===== config.mk =====
export PLATFORM = sky130hd
export DESIGN_NAME = mm_job_sched_flat
export DESIGN_NICKNAME = d
export VERILOG_FILES = /design/src/rtl/mm_job_sched_if.sv /design/src/rtl/mm_job_sched.sv /design/src/flat_wrapper.sv
export SDC_FILE = /design/constraint.sdc
export NUM_CORES = 1
export LEC_CHECK = 0
export ABC_CLOCK_PERIOD_IN_PS = 7060
export CAP_MARGIN = 15
export CORE_MARGIN = 2
export CORE_UTILIZATION = 46
export CTS_BUF_LIST = sky130_fd_sc_hd__clkbuf_8
export DETAILED_ROUTE_END_ITERATION = 6
export PLACE_DENSITY_LB_ADDON = 0.25
export SETUP_SLACK_MARGIN = 0.4
export SYNTH_ARGS = -nofsm -noshare
export SYNTH_HDL_FRONTEND = slang
export SYNTH_SLANG_ARGS = --single-unit

===== constraint.sdc =====
create_clock -name clk -period 7.06 [get_ports clk]
set_input_delay 1.412 -clock clk [delete_from_list [all_inputs] [get_ports clk]]
set_output_delay 1.412 -clock clk [all_outputs]
set_load 0.1 [all_outputs]

===== src/rtl/mm_job_sched_if.sv =====
// mm_job_sched_if: job, engine and done handshakes between a job source/engine and mm_job_sched.
interface mm_job_sched_if #(
    parameter int L = 20
);
    logic         job_valid;
    logic         job_ready;
    logic [L-1:0] job_a;
    logic [L-1:0] job_b;
    logic [L-1:0] job_c;
    logic [3:0]   job_id;
    logic         mm_start;
    logic         mm_abort;
    logic [L-1:0] mm_a;
    logic [L-1:0] mm_b;
    logic [L-1:0] mm_c;
    logic         mm_finish;
    logic         done_valid;
    logic         done_ready;
    logic [3:0]   done_id;
    logic         done_err;

    modport master (
        output job_valid, job_a, job_b, job_c, job_id, mm_finish, done_ready,
        input  job_ready, mm_start, mm_abort, mm_a, mm_b, mm_c, done_valid, done_id, done_err
    );

    modport slave (
        input  job_valid, job_a, job_b, job_c, job_id, mm_finish, done_ready,
        output job_ready, mm_start, mm_abort, mm_a, mm_b, mm_c, done_valid, done_id, done_err
    );
endinterface


===== src/rtl/mm_job_sched.sv =====
// mm_job_sched: queues matrix-multiply job descriptors, launches them on the engine one at a time,
// enforces a RUN timeout and reports each job's completion with an error flag.
module mm_job_sched #(
    parameter int L     = 20,
    parameter int DEPTH = 4,
    parameter int TMO   = 4096
) (
    input  logic          clk,
    input  logic          reset,
    mm_job_sched_if.slave bus,
    output logic          busy,
    output logic [15:0]   jobs_done,
    output logic [7:0]    err_count
);
    localparam int PW = DEPTH > 1 ? $clog2(DEPTH) : 1;
    localparam int CW = $clog2(DEPTH + 1);
    localparam int TW = TMO > 1 ? $clog2(TMO) : 1;
    localparam int DW = 3 * L + 4;

    typedef enum logic [1:0] {IDLE, LAUNCH, RUN, REPORT} state_t;

    state_t        state;
    logic [DW-1:0] mem [DEPTH];
    logic [PW-1:0] wr_ptr, rd_ptr;
    logic [CW-1:0] count;
    logic [TW-1:0] tcnt;
    logic          push, pop, tmo_hit;
    logic [L-1:0]  ha, hb, hc;
    logic [3:0]    hid;

    function automatic logic [PW-1:0] inc(input logic [PW-1:0] p);
        return p == PW'(DEPTH - 1) ? '0 : p + PW'(1);
    endfunction

    assign bus.job_ready     = count < CW'(DEPTH);
    assign push              = bus.job_valid && bus.job_ready;
    assign pop               = state == IDLE && count != '0;
    assign {hid, hc, hb, ha} = mem[rd_ptr];
    assign tmo_hit           = state == RUN && tcnt == TW'(TMO - 1);
    // Combinational so that a finish arriving in the timeout cycle can still veto the abort.
    assign bus.mm_abort      = tmo_hit && !bus.mm_finish;
    assign busy              = state != IDLE;

    always_ff @(posedge clk)
        if (push) mem[wr_ptr] <= {bus.job_id, bus.job_c, bus.job_b, bus.job_a};

    always_ff @(posedge clk or negedge reset) begin
        if (!reset) begin
            state          <= IDLE;
            wr_ptr         <= '0;
            rd_ptr         <= '0;
            count          <= '0;
            tcnt           <= '0;
            bus.mm_start   <= 1'b0;
            bus.mm_a       <= '0;
            bus.mm_b       <= '0;
            bus.mm_c       <= '0;
            bus.done_valid <= 1'b0;
            bus.done_id    <= '0;
            bus.done_err   <= 1'b0;
            jobs_done      <= '0;
            err_count      <= '0;
        end else begin
            if (push) wr_ptr <= inc(wr_ptr);
            if (pop) rd_ptr <= inc(rd_ptr);
            count        <= count + CW'(push) - CW'(pop);
            bus.mm_start <= 1'b0;
            case (state)
                IDLE: if (pop) begin
                    bus.mm_a    <= ha;
                    bus.mm_b    <= hb;
                    bus.mm_c    <= hc;
                    bus.done_id <= hid;
                    if (ha == '0 || hb == '0 || hc == '0) begin
                        bus.done_err   <= 1'b1;
                        bus.done_valid <= 1'b1;
                        state          <= REPORT;
                    end else
                        state <= LAUNCH;
                end
                LAUNCH: begin
                    bus.mm_start <= 1'b1;
                    tcnt         <= '0;
                    state        <= RUN;
                end
                RUN: begin
                    tcnt <= tcnt + TW'(1);
                    if (bus.mm_finish || tmo_hit) begin
                        bus.done_err   <= !bus.mm_finish;
                        bus.done_valid <= 1'b1;
                        state          <= REPORT;
                    end
                end
                REPORT: if (bus.done_ready) begin
                    bus.done_valid <= 1'b0;
                    jobs_done      <= jobs_done + 16'd1;
                    if (bus.done_err && err_count != 8'hff) err_count <= err_count + 8'd1;
                    state <= IDLE;
                end
            endcase
        end
    end
endmodule


===== src/flat_wrapper.sv =====
// flat-port wrapper written by rule: the top's interface ports become plain ports
module mm_job_sched_flat 
#(
    parameter int L     = 20,
    parameter int DEPTH = 4,
    parameter int TMO   = 4096
)
  (clk, reset, busy, jobs_done, err_count, bus_job_valid, bus_job_a, bus_job_b, bus_job_c, bus_job_id, bus_mm_finish, bus_done_ready, bus_job_ready, bus_mm_start, bus_mm_abort, bus_mm_a, bus_mm_b, bus_mm_c, bus_done_valid, bus_done_id, bus_done_err);
  mm_job_sched_if #(.L(L)) bus_i ();
  input  logic clk;
  input  logic reset;
  output logic busy;
  output logic [15:0] jobs_done;
  output logic [7:0] err_count;
  input wire logic [$bits(bus_i.job_valid)-1:0] bus_job_valid;
  input wire logic [$bits(bus_i.job_a)-1:0] bus_job_a;
  input wire logic [$bits(bus_i.job_b)-1:0] bus_job_b;
  input wire logic [$bits(bus_i.job_c)-1:0] bus_job_c;
  input wire logic [$bits(bus_i.job_id)-1:0] bus_job_id;
  input wire logic [$bits(bus_i.mm_finish)-1:0] bus_mm_finish;
  input wire logic [$bits(bus_i.done_ready)-1:0] bus_done_ready;
  output wire logic [$bits(bus_i.job_ready)-1:0] bus_job_ready;
  output wire logic [$bits(bus_i.mm_start)-1:0] bus_mm_start;
  output wire logic [$bits(bus_i.mm_abort)-1:0] bus_mm_abort;
  output wire logic [$bits(bus_i.mm_a)-1:0] bus_mm_a;
  output wire logic [$bits(bus_i.mm_b)-1:0] bus_mm_b;
  output wire logic [$bits(bus_i.mm_c)-1:0] bus_mm_c;
  output wire logic [$bits(bus_i.done_valid)-1:0] bus_done_valid;
  output wire logic [$bits(bus_i.done_id)-1:0] bus_done_id;
  output wire logic [$bits(bus_i.done_err)-1:0] bus_done_err;
  assign bus_i.job_valid = bus_job_valid;
  assign bus_i.job_a = bus_job_a;
  assign bus_i.job_b = bus_job_b;
  assign bus_i.job_c = bus_job_c;
  assign bus_i.job_id = bus_job_id;
  assign bus_i.mm_finish = bus_mm_finish;
  assign bus_i.done_ready = bus_done_ready;
  assign bus_job_ready = bus_i.job_ready;
  assign bus_mm_start = bus_i.mm_start;
  assign bus_mm_abort = bus_i.mm_abort;
  assign bus_mm_a = bus_i.mm_a;
  assign bus_mm_b = bus_i.mm_b;
  assign bus_mm_c = bus_i.mm_c;
  assign bus_done_valid = bus_i.done_valid;
  assign bus_done_id = bus_i.done_id;
  assign bus_done_err = bus_i.done_err;
  mm_job_sched #(.L(L), .DEPTH(DEPTH), .TMO(TMO)) u_core (.clk(clk), .reset(reset), .bus(bus_i), .busy(busy), .jobs_done(jobs_done), .err_count(err_count));
endmodule

# == After elaboration in Yosys (flattened, before gate mapping) ==
# Memories as Yosys holds them, arrays and structs flattened.
# Index checks and enable logic that the tools add are counted.
# classes
eq_ne,11
reduce_logical,24
n_addsub,7
n_lt_le_gt_ge,1
mux,18
# ops
op,n
logical NOT 20 bit,3
case mux 12 bit (2 select lines),1
"adder 16 x 1 -> 16 bit, second input constant",1
"adder 12 x 1 -> 12 bit, second input constant",1
"== test 12 bit, second input constant",1
2-to-1 mux 2 bit,6
"adder 8 x 1 -> 8 bit, second input constant",1
"== test 2 bit, second input constant",4
2-to-1 mux 1 bit,8
"inequality test 8 bit, second input constant",1
case mux 2 bit (4 select lines),1
"inequality test 2 bit, second input constant",3
AND reduction 3 bit,2
nonzero test 2 bit,3
nonzero test 3 bit,2
logical AND 1 bit,5
AND reduction 5 bit,1
"adder 2 x 1 -> 2 bit, second input constant",2
AND reduction 2 bit,2
AND reduction 4 bit,1
adder 3 x 1 -> 3 bit,1
logical OR 1 bit,3
"less-than comparator 3 bit, second input constant",1
case mux 1 bit (3 select lines),1
6 further kinds,6
# totals
mem_count,1
wordCells,76
out_inout_bits,94
regBits,112
input_bits,69
mem_bits_rw,256
# memory_table
name,words,word_bits,rd,rd_ports_with_merged_regs,write_ports,line,rtl
u_core.mem,4,64,1,0,1,mm_job_sched.sv:23,logic [DW-1:0] mem [DEPTH];

# == Longest topological paths before layout ==
# Gate-level depths: netlist of the first run.
# An unclocked memory read counts as a cell.
# logic_depth
depth_word,7
mapped_depth,12
ltp_nobuf,9

# == Worst setup path after synthesis of the first run ==
# No wires, ideal clock.
# synth_path
path_kind,input to output
start,input port bus_mm_finish
end,output port bus_mm_abort
t_required_ns,5.648
path_buffers,0
arrival_time_ns,2.665
stages,1
setup_slack_ns,2.983
cell_sequence,nor2_1
# synth_via
elab_chain_cells,2
# synth_rtl
element,line,rtl
"start, declared",flat_wrapper.sv:20,input wire logic [$bits(bus_i.mm_finish)-1:0] bus_mm_finish;
logical NOT 1 bit,mm_job_sched.sv:41,assign bus.mm_abort = tmo_hit && !bus.mm_finish;
logical AND 1 bit,mm_job_sched.sv:41,
"end, declared",flat_wrapper.sv:24,output wire logic [$bits(bus_i.mm_abort)-1:0] bus_mm_abort;
# No other way between the ends.

# == Final worst setup path of the first run ==
# layout_path
start,register u_core.tcnt[0]
end,output port bus_mm_abort
# layout_via
elab_chain_cells,3
# layout_rtl
element,line,rtl
"start, declared",mm_job_sched.sv:26,logic [TW-1:0] tcnt;
"start signal, assigned",mm_job_sched.sv:87,tcnt <= tcnt + TW'(1);
== test 12 bit,mm_job_sched.sv:39,assign tmo_hit = state == RUN && tcnt == TW'(TMO - 1);
logical AND 1 bit,mm_job_sched.sv:39,
logical AND 1 bit,mm_job_sched.sv:41,
# No other way between the ends.

==> impl_results.md, run 1 <==
- Synthesized net count: 817
- Final Cell Area: 17300 um^2
- Die H: 179 um
- Gpl congestion: 0.775
- Num CTS Buffers: 57
- Sequential fraction of the synthesis area: 74.2%
- Overall Global Routing Usage: 17.2%
- Initial antenna violation count: 4
- Uppermost routed layer: met5
- Final Max Slew Viols: 0
- Synth area leaders: edfxtp_1 (54%), dfrtp_1 (20%), mux4_2 (10%), mux2_2 (5.3%), ha_1 (1.3%)
- Vias in the first global route: 7508
- H-tree levels: 2
- Crit path kind: register to primary output
- Routed WL per cell: 19.5 um
- DP Wirelength: 16000 um
- Hold wc startpoint: u_core.jobs_done[15]
- Most frequent cells in the layout: edfxtp_1 (256), clkdlybuf4s50_1 (161), dfrtp_1 (110)
- Vias per inst: 5.22
- Die width: 179 um
- YS warnings: 0
- Async SR Flop Fraction: 30.4%
- Fin crit period: 4760 ps
- Placed Area: 16200 um^2
- Root Driver: clkbuf_8
- Status: finished, final reports clean
- Setup TNS: 0 ps
- Worst setup path start: u_core.tcnt[0]
- Area used by multi-input combinational logic: 3440 um^2
- Flip-flop and latch area: 10500 um^2
- Cell Count, Final, Fillers Out: 1375
- CTS clk-pin slew, worst paths: 60 ps
- Worst reg2reg startpoint: u_core.rd_ptr[0]
- Cts hold-fix bufs: 0
- M1 WL: 11400 um
- Crit end category: primary output
- Synthesized area: 14100 um^2
- Post-Synth Adder-Cell Area: 1.47%
- Synth Area in Compound Gates: 1.18%
- Post-synth top area cell: edfxtp_1
- Required time of the critical path: 5650 ps
- CTS Sinks: 368
- Place WS: 2520 ps
- XOR/XNOR Fraction of Synth Area: 1.74%
- Vias: 7174
- First-pass GRT wire length: 41600 um
- Slew HR: 28.2%
- Initial core utilization: 46.4%
- Worst min-delay path category: register to register
- Core Box Area: 30400 um^2
- Most common cell after layout, fill and taps aside: edfxtp_1
- RSZ-0062 raised after global routing: no
- Post-Synth Simple-Gate Area: 4.10%
- Period utilisation layout: 67.5%
- Routed length on met2: 13200 um
- WP data arrival: 3350 ps
- Full die area: 32100 um^2
- # nets final: 1015
- Fin. Hold Viols: 0
- Residual DRC: 0
- Pre-antenna DRT Iters: 5
- Number of max-cap violations: 0
- Post-synth top flop: edfxtp_1
- I/O pin cnt: 163
- Clock Skew: 38.0 ps
- Crit Path Max Fanout: 4
- Fillers: 2353
- Yosys top cell area share: 54.4%
- Clock buffer depth: 3
- Worst setup SP type: register
- Leakage: 6.23 nW
- Metal3 WL: 1800 um
- Final Setup Violations: 0
- Final WS setup: 2300 ps
- Fmax achieved: 210 MHz
- Post-CTS Resized: 0
- Netlist cell types: 41
- Pin count of the biggest net entering global routing: 69
- Number of DRC markers in iteration 0: 413
- CTS tree: built
- Mux cell area share after synthesis: 15.8%
- Total Power: 8.43 mW
- Maximum VDD drop: 0.350 mV
- Flops & latches, synth: 368
- Clock Latency Late Sink: 600 ps
- Cell Count Post-Placement: 1267
- Post-synth EDFFs: 256
- Layout area overhead: 22.6%
- Main combinational cell family by area after synthesis: multiplexers
- Avg Cell Area, Syn: 19.3 um^2
- Core Rows: 64
- Post-CTS Setup Bufs: 0
- Post-route ant nets: 0
- PortBufs: 162
- Drt total wl: 26800 um
- Proportion of layout cells with a drive suffix above 1: 22.9%
- Pwr Density: 487 nW/um^2
- GR Overflow Total: 0
- Mapped Cells: 732
- Worst Max-Slew Pin Slew: 1070 ps
through the flow:
stage,util (%),hold WS (ps)
after floorplan,-,498
after global placement,53.1,462
after detailed placement,53.1,487
after CTS,56.9,497
after global routing,56.9,501
final,56.9,489
cell type report:
type,instances,area share [%]
flip-flops and latches,368,60.6
multi-input cells,315,19.9
repair buffers,166,9.52
clock buffers,68,5.40
well taps,396,2.86
clock inverters,39,1.24
inverters,22,0.477
diodes,1,0.0144
critical path, cell delays in order, from the launching register on:
cell             delay, ps
dfrtp_1                400
ha_1                   210
nand3_1                140
nor4_1                 550
nand4_1                220
nor2_1                 120
clkdlybuf4s50_1       1130
cell usage after synthesis (all sizes together), types with 2 or more instances:
master  number
ha          15
nor2        17
inv         22
nor2b        3
nor4        16
o21a         2
mux2        67
and3         6
o22ai        5
mux2i        3
nor3b        2
buf         16
nand4        9
xnor2       18
and4         2
clkbuf      11
and2         6
dfrtp      112
nand3       20
edfxtp     256
xor2        10
o21ai       10
nor3         3
nand2       20
a21oi        7
mux4        64
cell families (layout without fill, tap and decap cells):
group                      count (synthesis)  count (layout)
muxes                                    134             134
and+or+nand+nor                          109             109
buffers and inverters                     49             295
other                                      0               1
AOI/OAI and AO/OA                         28              28
xor gates and xnor gates                  28              28
adders and majority gates                 16              16
DFF                                      368             368
state kept, by name, indices dropped and copies added, names as in the netlist:
signal	count
u_core.mem	256
u_core.jobs_done	16
u_core.bus.mm_a	20
u_core.bus.done_valid	1
u_core.rd_ptr	2
u_core.state	2
u_core.bus.mm_start	1
u_core.bus.done_err	1
u_core.bus.mm_c	20
u_core.wr_ptr	2
u_core.bus.done_id	4
u_core.tcnt	12
u_core.err_count	8
u_core.count	3
u_core.bus.mm_b	20
routing by layer:
layer,track usage [%],up-vias
met4,4.94,2
li1,-,3271
met3,5.03,41
met2,28.4,191
met1,22.3,3669
met5,0,-
path summary, 6_finish.rpt:
| kind | end | slack [ps] | depth (start not counted) |
|---|---|---|---|
| max | bus_mm_abort | 2300 | 6 |
| max in group asynchronous | u_core.rd_ptr[0] | 4810 | 2 |
| min | u_core.jobs_done[15] | 490 | 1 |
| min in group asynchronous | u_core.tcnt[7] | 880 | 1 |
| max reg2reg | u_core.bus.done_err | 3430 | 7 |
| min reg2reg | u_core.jobs_done[15] | 490 | 1 |
power by group:
group / internal [mW] / switching (mW)
Sequential: 2.80 / 0.296
Clock: 0.919 / 0.809
Combinational: 1.17 / 2.45
Power figures use the tool's default switching activity.
==> run 2: changes to the inputs <==
ABC_CLOCK_PERIOD_IN_PS = 4630   (was 7060)
clock period = 4.63 ns   (was 7.06 ns; I/O delays follow)
==> run 2 against run 1 <==
  * Combinational power increased by 54%
  * Register-to-register slack lost 2000 ps
  * Worst setup slack got worse by 1300 ps
  * Clock-buffer cell count fell by 4
  * Clock power rose by 47%
  * Largest power group unchanged
  * Final area down 0.17%
  * Non-clock buffer count grew 3
  * Final cell count rose by 0.29%
  * Sequential cell count did not move
==> impl_results.md, run 2 (synthesis gave the netlist of run 1 again) <==
- Pwr Density: 743 nW/um^2 (+53%)
- Cts hold-fix bufs: 0 (unchanged)
- # nets final: 1018 (+0.30%)
- Fin. Hold Viols: 0 (unchanged)
- Routed WL per cell: 20.2 um (+3.5%)
- Initial core utilization: 46.4% (unchanged)
- First-pass GRT wire length: 43000 um (+3.4%)
- Most common cell after layout, fill and taps aside: edfxtp_1
- Post-CTS Setup Bufs: 0 (unchanged)
- CP peak stage delay: 1180 ps (+50 ps)
- Die H: 179 um (unchanged)
- Leakage: 6.24 nW (+0.30%)
- Vias: 7282 (+1.5%)
- Fin Hold WS: 479 ps (-10.4 ps)
- Clock buffer depth: 3 (unchanged)
- Root Driver: clkbuf_8
- Setup TNS: 0 ps (unchanged)
- Post-CTS Resized: 0 (unchanged)
- Proportion of layout cells with a drive suffix above 1: 22.2% (-0.70 points)
- Crit end category: primary output
- PortBufs: 162 (unchanged)
- Fmax achieved: 276 MHz
- Maximum VDD drop: 0.550 mV (+57%)
- Worst Path Buf+Inv: 3 (+2)
- Gpl congestion: 0.742 (-4.2%)
- Number of max-cap violations: 0 (unchanged)
- DP Wirelength: 17300 um (+7.9%)
- Core Rows: 64 (unchanged)
- Slowest-stage cell, CP: clkdlybuf4s50_1
- Fin crit period: 3630 ps
- Worst min-delay path category: register to register
- Total Power: 12.8 mW (+52%)
- Initial antenna violation count: 1 (-3)
- Worst R2R Setup Slack: 1400 ps (-2030 ps)
- CTS Sinks: 368 (unchanged)
- Area used by multi-input combinational logic: 3440 um^2 (unchanged)
- Clock Latency Late Sink: 600 ps (about the same)
- Post-route ant nets: 0 (unchanged)
- CTS tree: built
- Final Setup Violations: 0 (unchanged)
- Max reg flops: 256 (unchanged)
- Clock Skew: 25.9 ps (-12.1 ps)
- Die width: 179 um (unchanged)
- Status: finished, final reports clean
- Flip-flop and latch area: 10500 um^2 (unchanged)
- I/O pin cnt: 163 (unchanged)
- Required time of the critical path: 3700 ps (-1950 ps)
- WP data arrival: 2700 ps (-650 ps)
- Placed Area: 16200 um^2 (+0.12%)
- Delay-heaviest family, CP: buffers and inverters
- CP dominant cell by count: inv_1
- Drt total wl: 27800 um (+3.8%)
- CTS clk-pin slew, worst paths: 60 ps (about the same)
- H-tree levels: 2 (unchanged)
- Vias per inst: 5.28 (+1.2%)
- Period utilisation layout: 78.4%
- Worst setup SP type: register
- GR Overflow Total: 0 (unchanged)
- Worst path cell trace: inv_1 -> ha_1 -> inv_1 -> clkdlybuf4s50_1
- Most frequent cells in the layout: edfxtp_1 (256), clkdlybuf4s50_1 (160), dfrtp_1 (110)
- Worst Max-Slew Pin Slew: 1030 ps (-43.5 ps)
- Crit path kind: register to primary output
- Number of DRC markers in iteration 0: 425 (+2.9%)
- Pre-antenna DRT Iters: 5 (unchanged)
- Overall Global Routing Usage: 17.7% (+0.46 points)
- Fillers: 2369 (+0.68%)
- Layout area overhead: 22.4%
- Core Box Area: 30400 um^2 (unchanged)
- RSZ-0062 raised after global routing: no
- Residual DRC: 0 (unchanged)
- Pin count of the biggest net entering global routing: 77 (+12%)
- Reg with most FFs: u_core.mem
- Final Cell Area: 17300 um^2 (-0.17%)
- Num CTS Buffers: 57 (unchanged)
- Full die area: 32100 um^2 (unchanged)
- Crit Path Max Fanout: 5 (+1)
- Slew HR: 31.3% (+3.1 points)
- Final Max Slew Viols: 0 (unchanged)
- Vias in the first global route: 7847 (+4.5%)
[run 2: cell count changes in the layout (fill, tap and decap cells not counted)]
cell | before | now
clkbuf_8 | 68 | 64
clkinv_1 | 5 | 6
clkinv_8 | 1 | 0
inv_8 | 0 | 1
clkinv_2 | 10 | 4
buf_4 | 5 | 9
inv_1 | 42 | 52
clkdlybuf4s50_1 | 161 | 160
[run 2: area by class of cell]
| type | instances | share of cell area (%) |
|---|---|---|
| Multi-Input combinational cell | 315 | 19.9 |
| Inverter | 22 | 0.478 |
| Antenna cell | 1 | 0.0145 |
| Clock inverter | 44 | 1.27 |
| Sequential cell | 368 | 60.7 |
| Tap cell | 396 | 2.87 |
| Timing Repair Buffer | 169 | 9.65 |
| Clock buffer | 64 | 5.09 |
[run 2: metal layers]
| layer | wire (um) | track usage, % | vias up |
|---|---|---|---|
| met5 | 0 | 0 | - |
| met4 | 444 | 5.04 | 0 |
| met3 | 1640 | 3.80 | 36 |
| met2 | 13400 | 29.0 | 214 |
| met1 | 12400 | 24.1 | 3747 |
| li1 | - | - | 3285 |
[run 2: final timing paths]
kind	to	startpoint	cells past startpoint
setup reg to reg	u_core.bus.done_err	u_core.rd_ptr[0]	7
max in group asynchronous	u_core.bus.mm_a[6]	reset	2
min in group asynchronous	u_core.tcnt[3]	reset	1
setup / recovery	busy	u_core.state[1]	4
hold reg to reg	u_core.jobs_done[15]	u_core.jobs_done[15]	1
hold / removal	u_core.jobs_done[15]	u_core.jobs_done[15]	1
[run 2: stage by stage]
stage                     cells  setup WS (ps)  util (%)
final                      1379           1000      56.8
after global routing       1379            896      56.8
after CTS                  1378            985      56.8
after detailed placement   1270           1350      53.2
after global placement     1270           1410      53.2
after floorplan             732           1140         -
[run 2: power breakdown]
group / switching [mW] / internal, mW
Clock: 1.21 / 1.33
Combinational: 3.75 / 1.80
Sequential: 0.484 / 4.27
[run 2: worst reg2reg max path, delay by kind of cell (launching register included)]
kind / cells / cell delay, ps
buffers and inverters: 1 / 430
DFF: 1 / 770
muxes: 2 / 890
and+or+nand+nor: 4 / 1010
==> run 3: changes to the inputs <==
ABC_CLOCK_PERIOD_IN_PS = 3000   (was 4630)
clock period = 3 ns   (was 4.63 ns; I/O delays follow)
==> run 3 against run 2 <==
  * Final area increased by 3.0%
  * Clock power is 51% higher
  * Largest cell class unchanged
  * Via count grew 2.4%
  * Die area did not move
  * Clock-buffer cell count is 1 lower
  * Register-to-register slack got worse by 1100 ps
  * Largest power group unchanged
  * First-iteration DRC count down 0.71%
==> impl_results.md, run 3 (synthesis gave the netlist of run 1 again) <==
- Reg with most FFs: u_core.mem
- Cell Count Post-Placement: 1290 (+1.6%)
- Critical path depth in cells: 10 (+6)
- Root Driver: clkbuf_8
- Maximum VDD drop: 0.779 mV (+41%)
- Setup TNS: 0 ps (unchanged)
- Fillers: 2308 (-2.6%)
- Net Sw Frac: 42.7% (+0.32 points)
- Residual DRC: 0 (unchanged)
- Routed WL per cell: 20.7 um (+2.4%)
- Gpl congestion: 0.766 (+3.1%)
- Period utilisation layout: 90.4%
- Status: finished, final reports clean
- Cell Count, Final, Fillers Out: 1421 (+3.0%)
- Worst Path Buf+Inv: 4 (+1)
- PortBufs: 162 (unchanged)
- Proportion of layout cells with a drive suffix above 1: 36.4% (+14 points)
- Met3 Track Usage GR: 5.07% (+1.3 points)
- Final Setup Violations: 0 (unchanged)
- Psw: 8.70 mW (+60%)
- Clock buffer depth: 3 (unchanged)
- Leakage: 6.63 nW (+6.2%)
- Cts hold-fix bufs: 0 (unchanged)
- Drt total wl: 29400 um (+5.6%)
- R2R cell count: 10 (+3)
- Clock power share: 18.8% (-1.0 points)
- Fin crit period: 2710 ps
- Vias in the first global route: 7911 (+0.82%)
- Worst setup SP type: register
- Required time of the critical path: 3470 ps (-230 ps)
- Most crowded layer after global routing: met2
- Pre-antenna DRT Iters: 5 (unchanged)
- Worst min-delay path category: primary input to asynchronous set/reset pin
- Number of max-cap violations: 0 (unchanged)
- WP data arrival: 3180 ps (+480 ps)
- Part of the power in registers: 35.2% (-1.8 points)
- Initial core utilization: 46.4% (unchanged)
- Crit end category: register
- I/O pin cnt: 163 (unchanged)
- Pwr Density: 1140 nW/um^2 (+54%)
- Most frequent cells in the layout: edfxtp_1 (256), buf_4 (116), dfrtp_1 (110)
- Most common cell after layout, fill and taps aside: edfxtp_1
- Place WS: 118 ps (-1230 ps)
- Post-route ant nets: 0 (unchanged)
- Worst path cell trace: buf_12 -> buf_12 -> buf_16 -> mux4_2 -> nor4_1 -> nand3_2 -> nor2_2 -> buf_6 -> and3b_2 -> mux2_4
- Num CTS Buffers: 58 (+1.8%)
- H-tree levels: 2 (unchanged)
- Crit Path Max Fanout: 6 (+1)
- Total Power: 20.4 mW (+59%)
- Pin count of the biggest net entering global routing: 68 (-12%)
- Vias per inst: 5.25 (-0.58%)
- DP Wirelength: 18600 um (+7.6%)
- Clock Skew: 16.0 ps (-9.93 ps)
- CP dominant cell by count: buf_12
- Overall Global Routing Usage: 18.9% (+1.2 points)
- Vias: 7460 (+2.4%)
- Die width: 179 um (unchanged)
- Initial antenna violation count: 3 (+2)
- Final WS setup: 289 ps (-713 ps)
- CTS clk-pin slew, worst paths: 60 ps (about the same)
- RSZ-0062 raised after global routing: yes
- GR Util met1: 24.1% (-0.037 points)
- Number of DRC markers in iteration 0: 422 (-0.71%)
- CTS tree: built
- CTS Sinks: 368 (unchanged)
- Core Rows: 64 (unchanged)
- Clock Latency Late Sink: 590 ps (about the same)
- Fmax achieved: 369 MHz
- Slowest-stage cell, CP: dfrtp_4
- Met2 Track Usage GR: 31.6% (+2.7 points)
- Slew HR: 51.2% (+20 points)
- CP peak stage delay: 500 ps (-680 ps)
- Max reg flops: 256 (unchanged)
- GR Overflow Total: 0 (unchanged)
- Layout area overhead: 26.0%
- Internal: 11.7 mW (+58%)
- Die H: 179 um (unchanged)
- # nets final: 1059 (+4.0%)
- Fin. Hold Viols: 0 (unchanged)
- Core Box Area: 30400 um^2 (unchanged)
- Crit path kind: register to register
- Delay-heaviest family, CP: simple AND/OR/NAND/NOR gates
- Worst Max-Slew Pin Slew: 732 ps (-299 ps)
- Full die area: 32100 um^2 (unchanged)
- First-pass GRT wire length: 45100 um (+4.9%)
- Gate power share: 46.0% (+2.8 points)
- Final Max Slew Viols: 0 (unchanged)
[run 3: cell count changes in the layout (fill, tap and decap cells not counted), moves of 7 or more]
cell / previous run / this run
clkinv_1: 6 / 17
inv_1: 52 / 43
nor4_2: 0 / 7
clkdlybuf4s50_1: 160 / 67
buf_4: 9 / 116
nor4_1: 16 / 5
buf_12: 0 / 20
[run 3: final timing paths]
path / from / end / slack (ps)
worst max-delay path: u_core.rd_ptr[0] / u_core.bus.done_err / 290
worst min-delay path: reset / u_core.tcnt[8] / 40
worst max register to register: u_core.rd_ptr[0] / u_core.bus.done_err / 290
worst min register to register: u_core.err_count[6] / u_core.err_count[6] / 500
max in group asynchronous: reset / u_core.jobs_done[11] / 2150
min in group clk: u_core.err_count[6] / u_core.err_count[6] / 500
[run 3: final cells by class]
| cell class | instances | area, um^2 | area share [%] |
|---|---|---|---|
| Clock buffer | 63 | 867 | 4.87 |
| Clock inverter | 47 | 199 | 1.12 |
| Tap cell | 396 | 495 | 2.78 |
| Inverter | 22 | 82.6 | 0.464 |
| Multi-Input combinational cell | 315 | 3600 | 20.2 |
| Sequential cell | 368 | 10500 | 59.0 |
| Antenna cell | 1 | 2.50 | 0.0141 |
| Timing Repair Buffer | 209 | 2060 | 11.6 |
[run 3: per-stage QoR]
step                      area, um^2  util, %  hold slack (ps)
after floorplan                14100        -              304
final                          17800     58.5             44.9
after global placement         16300     53.6              463
after global routing           17800     58.5             99.1
after CTS                      17700     58.1             67.0
after detailed placement       16300     53.6              470
[run 3: timing repair]
item / CTS / global route
gates cloned: 3 / 0
pin swaps: 8 / 8
buffers inserted: 13 / 4
setup endpoints to repair: 4 / 4
gates resized for setup: 16 / 14
[run 3: power by group through the flow]
stage / clock, mW / combinational [mW] / sequential (mW)
2_1_floorplan: 0 / 3.21 / 10.7
3_3_place_gp: 0 / 8.84 / 7.29
3_5_place_dp: 0 / 8.92 / 7.30
4_1_cts: 3.94 / 9.40 / 7.16
5_1_grt: 4.19 / 9.87 / 7.26
6_report: 3.83 / 9.37 / 7.16
[run 3: worst reg2reg max path, delay by kind of cell, from the launching register on]
kind / cells / cell delay, ps
flops: 1 / 500
mux: 2 / 740
buf+inv: 4 / 540
simple gates: 4 / 810
[run 3: routing by layer]
metal	vias to the layer above	wire length, um	part of all wire (%)
met2	211	14700	50
met3	49	2000	6.8
li1	3375	-	-
met4	6	534	1.8
met1	3819	12000	41
met5	-	92	0.31
